[src/rtl/life_gen_engine.sv]
// life_gen_engine: Game-of-Life (B3/S23) next-generation engine for a row-organised board RAM.
// The board is streamed one row per cycle through an above/cur/below window. All COLS cells of
// the current row are computed in parallel and written back in place.
// Optional feature: define LIFE_POPCOUNT_EN to add the pop_count output and its adder tree.
module life_gen_engine #(
    parameter int unsigned COLS   = 40,
    parameter int unsigned ROWS   = 30,
    parameter int unsigned ROW_AW = 5,
    parameter int unsigned WRAP   = 0,
    parameter int unsigned GEN_W  = 16
) (
    input  logic              clk,
    input  logic              reset,
    input  logic              start,
    output logic              busy,
    output logic              done,
    output logic              rd_en,
    output logic [ROW_AW-1:0] rd_addr,
    input  logic [COLS-1:0]   rd_data,
    output logic              wr_en,
    output logic [ROW_AW-1:0] wr_addr,
    output logic [COLS-1:0]   wr_data,
    output logic [GEN_W-1:0]  gen_count,
    output logic              changed
`ifdef LIFE_POPCOUNT_EN
    ,
    output logic [ROW_AW+5:0] pop_count
`endif
);

    // Step timeline, counted from the cycle after the accepting edge (t = 0):
    //   t = 0 .. ROWS-1   issue read of row t (top neighbour row is issued on the accept edge)
    //   t = 1 .. ROWS+2   shift one incoming row into the window
    //   t = 4 .. ROWS+3   register the write of row t-4
    //   t = ROWS+4        finish: done pulse follows
    localparam int unsigned TW = $clog2(ROWS + 6);
    localparam logic [TW-1:0] T_RD_END    = TW'(ROWS);
    localparam logic [TW-1:0] T_SH_FIRST  = TW'(1);
    localparam logic [TW-1:0] T_ROW0      = TW'(2);
    localparam logic [TW-1:0] T_SH_LAST   = TW'(ROWS + 2);
    localparam logic [TW-1:0] T_WR_FIRST  = TW'(4);
    localparam logic [TW-1:0] T_WR_LAST   = TW'(ROWS + 3);
    localparam logic [TW-1:0] T_END       = TW'(ROWS + 4);

    typedef enum logic [1:0] {S_IDLE, S_PRIME, S_CALC, S_DONE} state_t;

    state_t              state_q;
    logic [TW-1:0]       t_q;
    logic                busy_q;
    logic                done_q;
    logic                rd_en_q;
    logic [ROW_AW-1:0]   rd_addr_q;
    logic                wr_en_q;
    logic [ROW_AW-1:0]   wr_addr_q;
    logic [COLS-1:0]     wr_data_q;
    logic [GEN_W-1:0]    gen_q;
    logic                changed_q;
    logic [COLS-1:0]     above_q;
    logic [COLS-1:0]     cur_q;
    logic [COLS-1:0]     below_q;
    logic [COLS-1:0]     row0_q;

    logic [COLS+1:0]     ext_a;
    logic [COLS+1:0]     ext_c;
    logic [COLS+1:0]     ext_b;
    logic [3:0]          nbr_cnt;
    logic [COLS-1:0]     wr_data_d;
    logic [COLS-1:0]     in_row_d;

`ifdef LIFE_POPCOUNT_EN
    localparam int unsigned PW = ROW_AW + 6;
    logic [PW-1:0]       pop_q;
    logic [PW-1:0]       pop_row_d;
`endif

    // Next generation of the current row; columns -1 and COLS are dead or wrapped
    always_comb begin
        ext_a     = {(WRAP != 0) ? above_q[0] : 1'b0, above_q, (WRAP != 0) ? above_q[COLS-1] : 1'b0};
        ext_c     = {(WRAP != 0) ? cur_q[0]   : 1'b0, cur_q,   (WRAP != 0) ? cur_q[COLS-1]   : 1'b0};
        ext_b     = {(WRAP != 0) ? below_q[0] : 1'b0, below_q, (WRAP != 0) ? below_q[COLS-1] : 1'b0};
        nbr_cnt   = '0;
        wr_data_d = '0;
        for (int unsigned b = 0; b < COLS; b++) begin
            nbr_cnt = {3'b000, ext_a[b+2]} + {3'b000, ext_a[b+1]} + {3'b000, ext_a[b]}
                    + {3'b000, ext_c[b+2]}                        + {3'b000, ext_c[b]}
                    + {3'b000, ext_b[b+2]} + {3'b000, ext_b[b+1]} + {3'b000, ext_b[b]};
            wr_data_d[b] = (nbr_cnt == 4'd3) || (cur_q[b] && (nbr_cnt == 4'd2));
        end
    end

    // Row entering the window: zero or RAM data for the top neighbour, RAM data for board rows,
    // and zero or the saved row-0 copy for the row below the last one
    always_comb begin
        if (t_q == T_SH_LAST) begin
            in_row_d = (WRAP != 0) ? row0_q : '0;
        end else if ((t_q == T_SH_FIRST) && (WRAP == 0)) begin
            in_row_d = '0;
        end else begin
            in_row_d = rd_data;
        end
    end

`ifdef LIFE_POPCOUNT_EN
    // Live-cell count of the row about to be written
    always_comb begin
        pop_row_d = '0;
        for (int unsigned b = 0; b < COLS; b++) begin
            pop_row_d = pop_row_d + PW'(wr_data_d[b]);
        end
    end
`endif

    // Step sequencer: FSM, read/write strobes, row window and status registers
    always_ff @(posedge clk or posedge reset) begin
        if (reset) begin
            state_q   <= S_IDLE;
            t_q       <= '0;
            busy_q    <= 1'b0;
            done_q    <= 1'b0;
            rd_en_q   <= 1'b0;
            rd_addr_q <= '0;
            wr_en_q   <= 1'b0;
            wr_addr_q <= '0;
            wr_data_q <= '0;
            gen_q     <= '0;
            changed_q <= 1'b0;
            above_q   <= '0;
            cur_q     <= '0;
            below_q   <= '0;
            row0_q    <= '0;
`ifdef LIFE_POPCOUNT_EN
            pop_q     <= '0;
`endif
        end else begin
            done_q <= 1'b0;
            case (state_q)
                S_IDLE: begin
                    if (start) begin
                        state_q   <= S_PRIME;
                        t_q       <= '0;
                        busy_q    <= 1'b1;
                        changed_q <= 1'b0;
                        rd_en_q   <= (WRAP != 0);
                        rd_addr_q <= (WRAP != 0) ? ROW_AW'(ROWS - 1) : '0;
`ifdef LIFE_POPCOUNT_EN
                        pop_q     <= '0;
`endif
                    end
                end
                S_PRIME, S_CALC: begin
                    t_q <= t_q + 1'b1;

                    if (t_q < T_RD_END) begin
                        rd_en_q   <= 1'b1;
                        rd_addr_q <= ROW_AW'(t_q);
                    end else begin
                        rd_en_q   <= 1'b0;
                    end

                    if ((t_q >= T_SH_FIRST) && (t_q <= T_SH_LAST)) begin
                        above_q <= cur_q;
                        cur_q   <= below_q;
                        below_q <= in_row_d;
                    end

                    if (t_q == T_ROW0) begin
                        row0_q <= rd_data;
                    end

                    if ((t_q >= T_WR_FIRST) && (t_q <= T_WR_LAST)) begin
                        wr_en_q   <= 1'b1;
                        wr_addr_q <= ROW_AW'(t_q - T_WR_FIRST);
                        wr_data_q <= wr_data_d;
                        changed_q <= changed_q | (wr_data_d != cur_q);
`ifdef LIFE_POPCOUNT_EN
                        pop_q     <= pop_q + pop_row_d;
`endif
                    end else begin
                        wr_en_q   <= 1'b0;
                    end

                    if (t_q == T_ROW0) begin
                        state_q <= S_CALC;
                    end

                    if (t_q == T_END) begin
                        state_q <= S_DONE;
                        busy_q  <= 1'b0;
                        done_q  <= 1'b1;
                        gen_q   <= gen_q + 1'b1;
                    end
                end
                default: begin
                    state_q <= S_IDLE;
                end
            endcase
        end
    end

    assign busy      = busy_q;
    assign done      = done_q;
    assign rd_en     = rd_en_q;
    assign rd_addr   = rd_addr_q;
    assign wr_en     = wr_en_q;
    assign wr_addr   = wr_addr_q;
    assign wr_data   = wr_data_q;
    assign gen_count = gen_q;
    assign changed   = changed_q;
`ifdef LIFE_POPCOUNT_EN
    assign pop_count = pop_q;
`endif

endmodule

[config.mk]
export PLATFORM = sky130hd
export DESIGN_NAME = life_gen_engine
export DESIGN_NICKNAME = d
export VERILOG_FILES = /design/src/rtl/life_gen_engine.sv
export SDC_FILE = /design/constraint.sdc
export NUM_CORES = 1
export LEC_CHECK = 0
export CORE_MARGIN = 4
export CORE_UTILIZATION = 30
export DETAILED_ROUTE_END_ITERATION = 10
export PLACE_DENSITY_LB_ADDON = 0.08
export SYNTH_ARGS = -nofsm -noshare
export SYNTH_HDL_FRONTEND = slang
export SYNTH_SLANG_ARGS = --single-unit
[constraint.sdc]
create_clock -name clk -period 7.7 [get_ports clk]
set_input_delay 1.155 -clock clk [delete_from_list [all_inputs] [get_ports clk]]
set_output_delay 1.155 -clock clk [all_outputs]
set_load 0.1 [all_outputs]
# Yosys cells after proc, flatten, opt, wreduce, memory -nomap -nowiden
# Index checks and enable logic that the tools add are counted.
# W data, S select, Z words.
totals:
  wordCells: 503
  out_inout_bits: 71
  inputBits: 43
  ff_bits: 199
classes:
  n_addsub: 276
  order_cmp: 5
  muxes: 22
  n_eq_ne: 92
  n_reduce_logical: 93
  bitwise_logic: 1
op_table:
  columns: ["operator", "count"]
  rows:
  - ["$add A4 B1 Y4", 156]
  - ["$eq A4 B2 Y1 const B", 80]
  - ["$add A3 B1 Y4", 39]
  - ["$add A2 B1 Y3", 39]
  - ["$mux W40", 2]
  - ["$add A1 B1 Y2", 39]
  - ["$logic_and A1 B1 Y1", 42]
  - ["$logic_or A1 B1 Y1", 40]
  - ["$ne A40 B40 Y1", 1]
  - ["$add A16 B1 Y16 const B", 1]
  - ["$eq A6 B6 Y1 const B", 2]
  - ["$le A6 B6 Y1 const B", 2]
  - ["$pmux W6 S2", 1]
  - ["$mux W5", 2]
  - ["$pmux W5 S2", 1]
  - ["$reduce_and A2 Y1", 5]
  - ["$reduce_and A3 Y1", 3]
  - ["$mux W1", 8]
  - ["$ne A2 B2 Y1 const B", 4]
  - ["$add A6 B1 Y6 const B", 1]
  - ["$eq A6 B1 Y1 const B", 1]
  - ["$eq A6 B2 Y1 const B", 1]
  - ["$ge A6 B1 Y1 const B", 1]
  - ["$ge A6 B3 Y1 const B", 1]
  - ["other kinds (13)", 17]

# Longest topological paths before layout
logic_depth:
  word_depth: 14
  depth_mapped: 14
  depth_no_buf: 14

# Least setup slack after synthesis
# Ideal clock, no wire load.
synth_path:
  path_type: "register to register"
  startpoint: "register above_q[35]"
  endpoint: "register changed_q, in the netlist changed"
  synth_period_minus_slack_ps: 4551
  slack_ps: 3149
  n_path_buf: 0
  arrival_time_ps: 4425
  setup_time_ps: 126
  required_ps: 7574
  stages_incl_launch_ff: 15
  path_cell_list: "dfrtp_1 fa_1 inv_1 fa_1 fa_1 inv_1 ha_1 fa_1 nand3b_1 a211oi_1 or4_4 a2111oi_4 nand4_1 or4_1 o311a_1"
synth_between:
  elab_chain_len: 14
  elab_cells_between_ends: 36
  cone_classes: "20 x add/sub; 7 x eq/ne; 2 x mux; 1 x bitwise; 6 x reduce/logical"
synth_rtl:
  columns: ["item", "line_no", "text"]
  rows:
  - ["start, declared", "58", "logic [COLS-1:0] above_q;"]
  - ["start signal, assigned", "161", "above_q <= cur_q;"]
  - ["$add A1 B1 Y2", "84", "nbr_cnt = {3'b000, ext_a[b+2]} + {3'b000, ext_a[b+1]} + {3'b000, ext_a[b]}"]
  - ["$add A2 B1 Y3", "84", null]
  - ["$add A3 B1 Y4", "85", "+ {3'b000, ext_c[b+2]} + {3'b000, ext_c[b]}"]
  - ["$add A4 B1 Y4", "85", null]
  - ["$add A4 B1 Y4 (3 in a row)", "86", "+ {3'b000, ext_b[b+2]} + {3'b000, ext_b[b+1]} + {3'b000, ext_b[b]};"]
  - ["$eq A4 B2 Y1", "87", "wr_data_d[b] = (nbr_cnt == 4'd3) || (cur_q[b] && (nbr_cnt == 4'd2));"]
  - ["$logic_and A1 B1 Y1", "87", null]
  - ["$logic_or A1 B1 Y1", "87", null]
  - ["$ne A40 B40 Y1 *", "174", "changed_q <= changed_q | (wr_data_d != cur_q);"]
  - ["$or A1 B1 Y1 *", "174", null]
  - ["$mux W1 *", "170", "if ((t_q >= T_WR_FIRST) && (t_q <= T_WR_LAST)) begin"]
  - ["$pmux W1 S2 *", "136", "case (state_q)"]
  - ["end signal, assigned", "174", null]
  - ["end, declared", "57", "logic changed_q;"]
# Mark *: on every way between the ends. The rest lies on a longest branch, timed or not. The select of a mux whose other input is x is not followed.
# A chain may end at the register's enable or synchronous reset.

# Worst setup path in the final report
layout_path:
  startpoint: "register cur_q[12]"
  endpoint: "register changed_q, in the netlist changed"
layout_between:
  elab_chain_len: 12
  elab_cells_between_ends: 23
  cone_classes: "9 x add/sub; 5 x eq/ne; 2 x mux; 1 x bitwise; 6 x reduce/logical"
layout_rtl:
  columns: ["item", "line_no", "text"]
  rows:
  - ["start, declared", "59", "logic [COLS-1:0] cur_q;"]
  - ["start signal, assigned", "162", "cur_q <= below_q;"]
  - ["$add A3 B1 Y4", "85", null]
  - ["$add A4 B1 Y4", "85", null]
  - ["$add A4 B1 Y4 (3 in a row)", "86", null]
  - ["$eq A4 B2 Y1", "87", null]
  - ["$logic_and A1 B1 Y1", "87", null]
  - ["$logic_or A1 B1 Y1", "87", null]
  - ["$ne A40 B40 Y1 *", "174", null]
  - ["$or A1 B1 Y1 *", "174", null]
  - ["$mux W1 *", "170", null]
  - ["$pmux W1 S2 *", "136", null]
# Marked as above.

==> impl_metrics.json <==
{
  "worstSetupPathType": "reg -> reg",
  "relSlewSlack_pct": -13.40,
  "viasPerCell": 4.718,
  "ys_ff_latch": 199,
  "path_buf_inv": 2,
  "vias": 11451,
  "maxSlewViolCount": 2,
  "port_buffers": 113,
  "syn_inst": 1649,
  "clock_path_buffers": 2,
  "synthArstFlopShare_pct": 100.0,
  "drt-pass1-iter-count": 7,
  "grt_max_degree": 205,
  "overflow": 0,
  "syn_nets": 1975,
  "critPathArrivalTime_ns": 6.46,
  "start_util_pct": 30.57,
  "setup_viol": 0,
  "finalCritPeriodShare_pct": 78.92,
  "track_usage_pct": 16.55,
  "num_antenna_cells": 0,
  "dieWidth_um": 235.0,
  "crit_required_ns": 8.08,
  "syn_area_per_cell_um2": 9.378,
  "synth_edf_count": 0,
  "htreeDepth": 4,
  "worst_pin_slew_ns": 1.658,
  "path_max_fanout": 5,
  "die-area_um2": 55250,
  "yosys_warnings": 0,
  "root_buffer": "clkbuf_16",
  "fill_cells": 5266,
  "finalWirelength_um": 44150,
  "drc_errors": 0,
  "finalHoldViolCount": 0,
  "violations": "max-capacitance violations, max-slew violations",
  "outcome": "finished with violations",
  "wl_per_cell_um": 18.19,
  "cts-resized-gates": 0,
  "nNetsFinal": 2068,
  "rsz0062_at_grt": "no",
  "slowest_stage": "a2111oi_0",
  "hp-class": "reg -> reg",
  "coreArea_um2": 50580,
  "fin_setup_tns_ns": 0,
  "cp_top_family": "compound AO/OA/AOI/OAI gates",
  "crit_path_cell_trace": "inv_1, fa_1, fa_1, fa_1, inv_1, ha_1, fa_1, o21a_1, o21ai_0, o2111ai_1, a2111oi_0, nand4_1, or4_1, o311a_1",
  "worstSetupStartpointType": "register",
  "num_io_pins": 114,
  "cts_tree": "done",
  "layout_min_cycle_time_ns": 6.077,
  "post_cts_buffers": 0,
  "syn_area_um2": 15460,
  "cts_sinks": 199,
  "insertion_delay_ns": 0.51,
  "die_y_um": 235.0,
  "synth_flop_cell": "dfrtp_1",
  "drive_above_1_share_pct": 3.305,
  "drt_iter0_markers": 553,
  "worst_setup_path_end_kind": "register",
  "synth_seq_area_share_pct": 32.20,
  "cpPeakStageDelay_ns": 1.37,
  "ys_types": 67,
  "numCtsBuffers": 17,
  "gp_congestion": 0.8313,
  "max_freq_mhz": 164.6,
  "post-dp-hpwl_um": 34690,
  "grt_pass1_wl_um": 70940,
  "grt_pass1_vias": 11901,
  "cts.clk_slew.worst_paths_ns": 0.08,
  "holdWs_ns": 0.4765,
  "ctsHoldBuffers": 0,
  "max_cap_violations": 1,
  "syn_to_final_growth_pct": 16.37,
  "antenna_left": 0,
  "finish.utilization_pct": 35.58,
  "antenna_found_initial": 2,
  "rows": 82,
  "finClkSkew_ns": 0.01583,
  "crit_top_cell": "fa_1"
}
## final timing paths
check / slack (ns) / cells after the start / to / start
max in group asynchronous: 5.09 / 3 / wr_data[24]$_DFFE_PP0P_ / reset
setup / recovery: 1.62 / 14 / changed$_DFFE_PP0P_ / cur_q[12]$_DFFE_PP0P_
min in group asynchronous: 1.17 / 2 / gen_count[15]$_DFFE_PP0P_ / reset
setup reg to reg: 1.62 / 14 / changed$_DFFE_PP0P_ / cur_q[12]$_DFFE_PP0P_
hold reg to reg: 0.48 / 1 / gen_count[15]$_DFFE_PP0P_ / gen_count[15]$_DFFE_PP0P_
hold / removal: 0.48 / 1 / gen_count[15]$_DFFE_PP0P_ / gen_count[15]$_DFFE_PP0P_
## routing by layer
metal | vias to the layer above | share of wire, % | track usage (%) | routed length (um)
met5 | - | 0.061 | 0 | 27
met4 | 4 | 1.7 | 4.798 | 759
met3 | 41 | 3.6 | 2.908 | 1570
met2 | 151 | 46 | 25.98 | 20230
met1 | 5616 | 49 | 23.56 | 21570
li1 | 5639 | - | - | -
## layout make-up
type                            count  area, um^2  area share (%)
Multi-Input combinational cell   1119        9279           51.56
Sequential cell                   199        4980           27.67
Timing Repair Buffer              120        1196           6.647
Inverter                          285        1077           5.986
Tap cell                          672       840.8           4.672
Clock buffer                       18       439.2           2.440
Clock inverter                     14       183.9           1.022
## metrics by stage
stage,worst slack (ns),instance area (um^2),std cells
floorplan,1.119,15460,1649
global placement,2.118,17370,2395
detailed placement,2.022,17370,2395
CTS,2.015,18000,2427
global route,1.671,18000,2427
finish,1.623,18000,2427
## flip-flops by register name, summed over array words and instances (netlist names)
| register | count |
|---|---|
| rd_addr | 5 |
| rd_en | 1 |
| gen_count | 16 |
| cur_q | 40 |
| wr_data | 40 |
| wr_addr | 5 |
| done | 1 |
| busy | 1 |
| wr_en | 1 |
| t_q | 6 |
| below_q | 40 |
| state_q | 2 |
| above_q | 40 |
| changed | 1 |
## cells in the mapped netlist, types with 21 or more instances
master    number  share of area, %
fa_1         156                20
nand2_1      266               6.5
o31ai_1       28               1.4
nand3b_1      27               1.3
inv_1        283               6.9
dfrtp_1      199                32
nor3_1        27              0.87
ha_1         127                10
clkbuf_1      43               1.0
o21ai_0      172               5.6
nand3_1       21              0.68
nor2_1        56               1.4
## worst register-to-register path: cells and delay by family (launching register included)
family	cells	cell delay (ns)
AO/OA/AOI/OAI	5	2.47
adder cells (fa/ha/maj)	5	2.05
buffers and inverters	2	0.20
flip-flops	1	0.50
AND/OR/NAND/NOR	2	0.75
## cell usage in the layout, fill, tap and decap left out, types with 6 or more instances in the layout
cell type        netlist  routed
a211oi_1               6       6
nand3_1               21      21
nand4b_1               6       6
clkdlybuf4s50_1        0     113
xnor2_1               13      13
buf_4                  0       6
o31ai_1               28      28
and4_1                 6       6
nand4_1               12      12
inv_1                283     282
ha_1                 127     127
o22ai_1               17      17
dfrtp_1              199     199
nand3b_1              27      27
a21oi_1               19      19
nor3_1                27      27
nor2b_1               16      16
o21ai_1                8       7
and3_1                 6       6
o21ai_0              172     171
clkbuf_16              0      17
nor2_1                56      56
mux2i_1                6       6
nor4_1                 9       9
o211ai_1               9       9
nand2_1              266     266
fa_1                 156     156
## logic make-up (layout without fill, tap and decap cells)
logic type | Yosys count | in the layout | synth area share, %
buf+inv | 331 | 437 | 8.042
fa+ha+maj | 283 | 283 | 30.47
mux | 10 | 10 | 0.6796
compound gates | 316 | 316 | 12.58
xor+xnor | 16 | 16 | 0.9062
simple gates | 494 | 494 | 15.12
flops | 199 | 199 | 32.20
Power is left out: the tool's default activity adds up to more than one toggle a clock period on the data nets, which glitch-free logic cannot reach.
